File: src/rtl/serial_adder.sv
// Bit-serial adder: adds a + b + cin LSB first, one bit per clock, with a start/done handshake.
// Optional SERIAL_ADDER_OVF_EN adds a signed-overflow output captured alongside sum/cout.
module serial_adder #(
  parameter int WIDTH = 8
) (
  input  logic             clk,
  input  logic             rst_n,
  input  logic             start,
  input  logic [WIDTH-1:0] a,
  input  logic [WIDTH-1:0] b,
  input  logic             cin,
  output logic             busy,
  output logic             done,
  output logic [WIDTH-1:0] sum,
  output logic             cout
`ifdef SERIAL_ADDER_OVF_EN
  ,
  output logic             ovf
`endif
);

  localparam int CW = (WIDTH > 1) ? $clog2(WIDTH) : 1;

  localparam logic [1:0] IDLE  = 2'd0;
  localparam logic [1:0] SHIFT = 2'd1;
  localparam logic [1:0] DONE  = 2'd2;

  logic [1:0]       state;
  logic [WIDTH-1:0] a_sr;
  logic [WIDTH-1:0] b_sr;
  logic [WIDTH-1:0] sum_sr;
  logic             carry;
  logic [CW-1:0]    cnt;

  logic ha1_s, ha1_c, ha2_s, ha2_c, carry_next, last_bit;
  logic [WIDTH-1:0] sum_next;

  // Full-adder slice from two half-adder stages plus an OR for the carry.
  always_comb begin
    ha1_s      = a_sr[0] ^ b_sr[0];
    ha1_c      = a_sr[0] & b_sr[0];
    ha2_s      = ha1_s ^ carry;
    ha2_c      = ha1_s & carry;
    carry_next = ha1_c | ha2_c;
    sum_next   = {ha2_s, sum_sr[WIDTH-1:1]};
    last_bit   = (cnt == CW'(WIDTH - 1));
  end

  always_ff @(posedge clk or negedge rst_n) begin
    if (!rst_n) begin
      state  <= IDLE;
      a_sr   <= '0;
      b_sr   <= '0;
      sum_sr <= '0;
      carry  <= 1'b0;
      cnt    <= '0;
      sum    <= '0;
      cout   <= 1'b0;
`ifdef SERIAL_ADDER_OVF_EN
      ovf    <= 1'b0;
`endif
    end else begin
      case (state)
        IDLE: begin
          if (start) begin
            a_sr  <= a;
            b_sr  <= b;
            carry <= cin;
            cnt   <= '0;
            state <= SHIFT;
          end
        end
        SHIFT: begin
          a_sr   <= a_sr >> 1;
          b_sr   <= b_sr >> 1;
          sum_sr <= sum_next;
          carry  <= carry_next;
          // Publish the result on the last bit so it is valid while done is high.
          if (last_bit) begin
            sum   <= sum_next;
            cout  <= carry_next;
`ifdef SERIAL_ADDER_OVF_EN
            ovf   <= carry ^ carry_next;
`endif
            state <= DONE;
          end else begin
            cnt <= cnt + 1'b1;
          end
        end
        DONE:    state <= IDLE;
        default: state <= IDLE;
      endcase
    end
  end

  assign busy = (state == SHIFT);
  assign done = (state == DONE);

endmodule
File: config.mk
export PLATFORM = sky130hd
export DESIGN_NAME = serial_adder
export DESIGN_NICKNAME = d
export VERILOG_FILES = /design/src/rtl/serial_adder.sv
export SDC_FILE = /design/constraint.sdc
export NUM_CORES = 1
export LEC_CHECK = 0
export ABC_AREA = 1
export BUFFER_PORTS_ARGS = -buffer_cell sky130_fd_sc_hd__buf_2
export CAP_MARGIN = 20
export CELL_PAD_IN_SITES_DETAIL_PLACEMENT = 0
export CELL_PAD_IN_SITES_GLOBAL_PLACEMENT = 1
export CORE_MARGIN = 3
export CORE_UTILIZATION = 30
export DETAILED_ROUTE_END_ITERATION = 6
export PLACE_DENSITY = 0.65
export SETUP_SLACK_MARGIN = 0.3
export SYNTH_ARGS = -nofsm -noshare
export SYNTH_HDL_FRONTEND = slang
export SYNTH_SLANG_ARGS = --single-unit
File: constraint.sdc
create_clock -name clk -period 1.6 [get_ports clk]
set_input_delay 0.08 -clock clk [delete_from_list [all_inputs] [get_ports clk]]
set_output_delay 0.08 -clock clk [all_outputs]
set_load 0.02 [all_outputs]
Word-level counts from Yosys, hierarchy flattened
Cells that the tools add are included.
W data, S select, Z words.
- bitwise operators: 5
- $add $sub $neg: 1
- eq/ne operators: 6
- reduce and logical (&&, ||, !) cells: 6
- multiplexer cells: 12
- operator list (kind ; number):
    $pmux W8 S2 ; 2
    $mux W8 ; 2
    $mux W3 ; 2
    $pmux W3 S2 ; 1
    $reduce_and A2 Y1 ; 3
    $mux W2 ; 2
    $ne A2 B2 Y1 const B ; 2
    $pmux W2 S2 ; 1
    $add A3 B1 Y3 const B ; 1
    $eq A3 B3 Y1 const B ; 1
    $reduce_and A3 Y1 ; 1
    $and A1 B1 Y1 ; 2
    $eq A2 B1 Y1 const B ; 1
    $eq A2 B2 Y1 const B ; 1
    $logic_not A2 Y1 ; 1
    $ne A2 B1 Y1 const B ; 1
    $pmux W1 S2 ; 1
    $reduce_bool A2 Y1 ; 1
    $xor A1 B1 Y1 ; 2
    $mux W1 ; 1
    $or A1 B1 Y1 ; 1
- flip-flop bits (word level): 39
- word-level logic and storage cells: 38
- input port bits: 20
- output and inout bits: 11

Logic depth before layout (Yosys ltp)
- word-level depth: 4
- gate-level depth with buffers: 8
- depth with buffers taken out: 6

Least setup slack after synthesis
Ideal clock, no wire load.
- path kind: register to register
- from: reg cnt[0]
- to: reg sum[6]
- required time: 1.526 ns
- path buffers: 1
- setup time: 0.074 ns
- arrival: 1.190 ns
- period minus slack after synthesis: 1.264 ns
- cell stages (with the launch flop): 7
- path slack: 0.336 ns
- path through: dfrtp_1 > ha_1 > ha_1 > nand2_2 > buf_4 > nand2_1 > o21ai_2
- word-level cells in the longest chain between the ends: 2
- RTL lines (what ; RTL line ; text):
    start: declaration ; 33 ; logic [CW-1:0] cnt;
    start signal: assignment ; 87 ; cnt <= cnt + 1'b1;
    $eq A3 B3 Y1 ; 46 ; last_bit = (cnt == CW'(WIDTH - 1));
    $reduce_and A2 Y1 (no source line) ; - ;
    end signal: assignment ; 80 ; sum <= sum_next;
    end: declaration ; 14 ; output logic [WIDTH-1:0] sum,
Every way passes these cells.
A chain may end at the register's enable or synchronous reset.

Worst setup path in the final report
- from: reg state[1]
- to: out busy
- word-level cells in the longest chain between the ends: 1
- RTL lines (what ; RTL line ; text):
    start: declaration ; 28 ; logic [1:0] state;
    start signal: assignment ; 51 ; state <= IDLE;
    start signal: assignment ; 70 ; state <= SHIFT;
    start signal: assignment ; 85 ; state <= DONE;
    $eq A2 B1 Y1 ; 96 ; assign busy = (state == SHIFT);
    end: declaration ; 12 ; output logic busy,
Every way passes these cells.

==> flow_summary_export.csv <==
group,metric,value,unit
status,outcome,"finished clean",
synth,yosysUniqueCellTypes,17,
synth,gate_count_of_the_mapped_netlist,212,
timing,finClkSkew,8.132,ps
layout,layout-drive-gt1-share,26.67,%
clock_network,cts-buffers-inserted,5,
power_and_ir_drop,net-switching-power,1.731,mW
synth,compound_cell_area_share_of_the_yosys_netlist,5.979,%
worst_hold_path,whs_path_depth,3,
clock_network,cts_tree,"yes",
critical_path,critical_path_arrival,1170,ps
timing,hold_ws,21.36,ps
route,route.detailed.drc,0,
synth,synth.top_cell.area_share,54.09,%
worst_hold_path,worst_min_path_start,"a[7]",
synth,yosys_register_bits,38,
clock_network,htreeDepth,2,
layout,postLayoutCoreUtil,40.54,%
timing,hold_viol_final,0,
critical_path,worstPathMaxFanout,3,
floorplan,dieArea,0.006815,mm²
power_and_ir_drop,total_leakage_power,1.246,nW
floorplan,chipWidth,82.55,µm
critical_path,critPathSlowestCell,"sky130_fd_sc_hd__dfrtp_1",
synth,syn-mean-instance-area,8.292,µm²
synth,ys_dominant_reg_cell,"sky130_fd_sc_hd__dfrtp_1",
place,io_buffer_count,30,
layout,layout-area-overhead-vs-synth,28.54,%
synth,synth.yosys.seq_area_share,54.09,%
timing,timing.final.crit_period,1254,ps
synth,synth_enable_flop_cells,0,
timing,worst_slew_pin_slew,444.8,ps
synth,synth_common_cells,"106 x sky130_fd_sc_hd__nand2_1, 38 x sky130_fd_sc_hd__dfrtp_1, 20 x sky130_fd_sc_hd__nand3_1, 12 x sky130_fd_sc_hd__inv_1, 8 x sky130_fd_sc_hd__o21ai_2",
critical_path,timing.critical_path.from_type,"flop",
synth,synthTopCellsByArea,"sky130_fd_sc_hd__dfrtp_1 54%, sky130_fd_sc_hd__nand2_1 23%, sky130_fd_sc_hd__nand3_1 5.7%",
grt,grt_use_total,12.67,%
floorplan,die_y,82.55,µm
critical_path,critical_path.max_stage_delay,400,ps
floorplan,row_count,27,
layout,layout.area.seq,952.2,µm²
route,detail_route.vias_per_cell,4.330,
clock_network,clk_transition_reported_paths,80,ps
timing,finalSetupViolCount,0,
critical_path,setup.reg_to_reg.worst_slack,370,ps
route,drt-pass1-iter-count,4,
place,place.gp.congestion,0.7773,
power_and_ir_drop,power.density_cell_area,1979,mW/mm²
critical_path,critPathRequiredTime,1520,ps
timing,setup_ws,345.8,ps
floorplan,initial_core_util,31.54,%
power_and_ir_drop,comb_power_share,42.2,%
route,route.vias.total,1416,
clock_network,clockBufferDepth,2,
critical_path,r2r-start,"cnt[0]",
power_and_ir_drop,share_clk_of_total_power,21.9,%
worst_hold_path,hold_path_end,"a_sr[7]",
route,drtIter0Drc,71,
power_and_ir_drop,ir_worst_vdd,0.7316,mV
clock_network,insertion_delay,290,ps
synth,yosys.area_share.adder,2.562,%
synth,synthesis.yosys.warnings,0,
floorplan,coreArea,0.005574,mm²
synth,postSynth.asyncResetShare,100.0,%
synth,mappedNetlistNets,235,
timing,layout_worst_path_cycle_share,78.39,%
route,postRouteAntennaNets,0,
critical_path,critical_path_class,"reg -> out",
flow_run,max_cap_violation_count,0,
timing,setup_total_negative_slack,0,ps
power_and_ir_drop,intPower,2.740,mW
clock_network,clockRootBuffer,"sky130_fd_sc_hd__clkbuf_8",
critical_path,reg2reg_to,"cout",
place,placed_cells_incl_taps,314,
grt,antenna_found_initial,0,
layout,nFillCells,575,
worst_hold_path,hold_class,"in -> reg",
route,routed_wirelength,3.907,mm
layout,final-instance-count-excl-fill,327,
power_and_ir_drop,pwr-share-seq,36.0,%
place,setup_ws_pre_cts,280.8,ps
synth,syn_area,0.001758,mm²
grt,first_global_vias,1376,
synth,dominant_combinational_cell_family_by_area_after_synthesis,"simple AND/OR/NAND/NOR gates",
synth,multiplexer_share_of_the_synthesized_area,0,%
critical_path,critPathCaptureType,"output port",
grt,maximum_number_of_pins_on_one_net_before_global_route_repair,22,
synth,synth_top_cell_by_area,"sky130_fd_sc_hd__dfrtp_1",
place,detailedPlacementHpwl,2.517,mm
layout,multi_input_comb_area,711.9,µm²
clock_network,cts_num_sinks,38,
synth,synth-simple-area-share,30.82,%
critical_path,path_cells,"buf_4 -> nor2_4 -> buf_4",
timing,rsz0062_at_grt,"yes",
timing,drv_slew,0,
critical_path,cpMostUsedCell,"sky130_fd_sc_hd__buf_4",
power_and_ir_drop,switching_share,38.72,%
layout,diodes,0,
grt,overflow,0,
layout,layout.nets,277,
synth,synth_xor_area_share,0,%
timing,fmax,797.3,MHz
synth,synth.most_common_cell,"sky130_fd_sc_hd__nand2_1",
floorplan,ios,31,
grt,global_route_wire_length_before_repair,6.423,mm
route,post_drt_wl_per_cell,11.95,µm
timing,relSlewSlack,70.34,%
critical_path,reg2regPathDepth,6,
==> worst max path at each step <==
stage          startpoint  endpoint  slack [ps]  depth (start not counted)
6_report         state[1]      busy         350                          3
5_1_grt          state[1]      busy         290                          3
4_1_cts          state[0]      done         280                          3
3_5_place_dp       cnt[0]    sum[1]         280                          6
3_3_place_gp       cnt[0]    sum[5]         310                          6
2_1_floorplan      cnt[0]    sum[6]         340                          6
==> registers in the layout (all words and copies together), names as in the netlist <==
register  count
b_sr          8
sum_sr        7
a_sr          8
cout          1
carry         1
cnt           3
sum           8
state         2
==> metal layers <==
| metal | global-route usage, % | part of all wire (%) | up-vias |
|---|---|---|---|
| li1 | - | - | 751 |
| met1 | 17.68 | 51 | 639 |
| met5 | 0 | 0 | - |
| met4 | 4.902 | 0.74 | 0 |
| met2 | 18.27 | 44 | 24 |
| met3 | 3.905 | 4.4 | 2 |
==> cell usage in the layout (no fill, tap or decap), drive strengths merged <==
cell type and count:
buf 43, bufinv 2, clkbuf 6, clkinv 1, dfrtp 38, dlygate4sd3 1, fa 1, ha 2
inv 13, nand2 107, nand3 20, nand4 3, nor2 3, o21ai 15
==> per-stage QoR <==
stage	power, mW	cell area, µm²
after floorplan	2.904	1758
after global placement	3.381	2019
after detailed placement	3.395	2019
after CTS	4.417	2178
after global routing	4.916	2260
final	4.472	2260
==> cell families after synthesis <==
group | count (synthesis)
buf+inv | 23
flops | 38
compound gates | 15
simple gates | 133
fa+ha+maj | 3
==> layout make-up <==
cell class                      instances  share of cell area [%]
Inverter                               13                   2.270
Multi-Input combinational cell        151                   31.51
Clock inverter                          3                   3.045
Timing Repair Buffer                   45                   14.01
Tap cell                               72                   3.987
Sequential cell                        38                   42.14
Clock buffer                            5                   3.045
==> worst max-delay path, delay by kind of cell (launching register included) <==
family        cells  cell delay, ps
buf+inv           2             320
flops             1             400
simple gates      1             160
==> repair_timing <==
action | CTS | global route
endpoints found under the setup margin | 9 | 29
gates resized for setup | 1 | 13
hold buffers | 1 | 0
cloned | 0 | 1
setup buffers | 1 | 2
hold endpoints to repair | 17 | 0
pin swaps | 0 | 1
==> power groups by stage <==
stage | clock network (mW) | logic [mW] | registers [mW]
floorplan | 0 | 1.19 | 1.71
global placement | 0 | 1.75 | 1.63
detailed placement | 0 | 1.77 | 1.63
CTS | 1.02 | 1.79 | 1.61
global route | 1.06 | 2.19 | 1.66
finish | 0.978 | 1.89 | 1.61
Note: power is estimated with default switching activity, not from simulation.
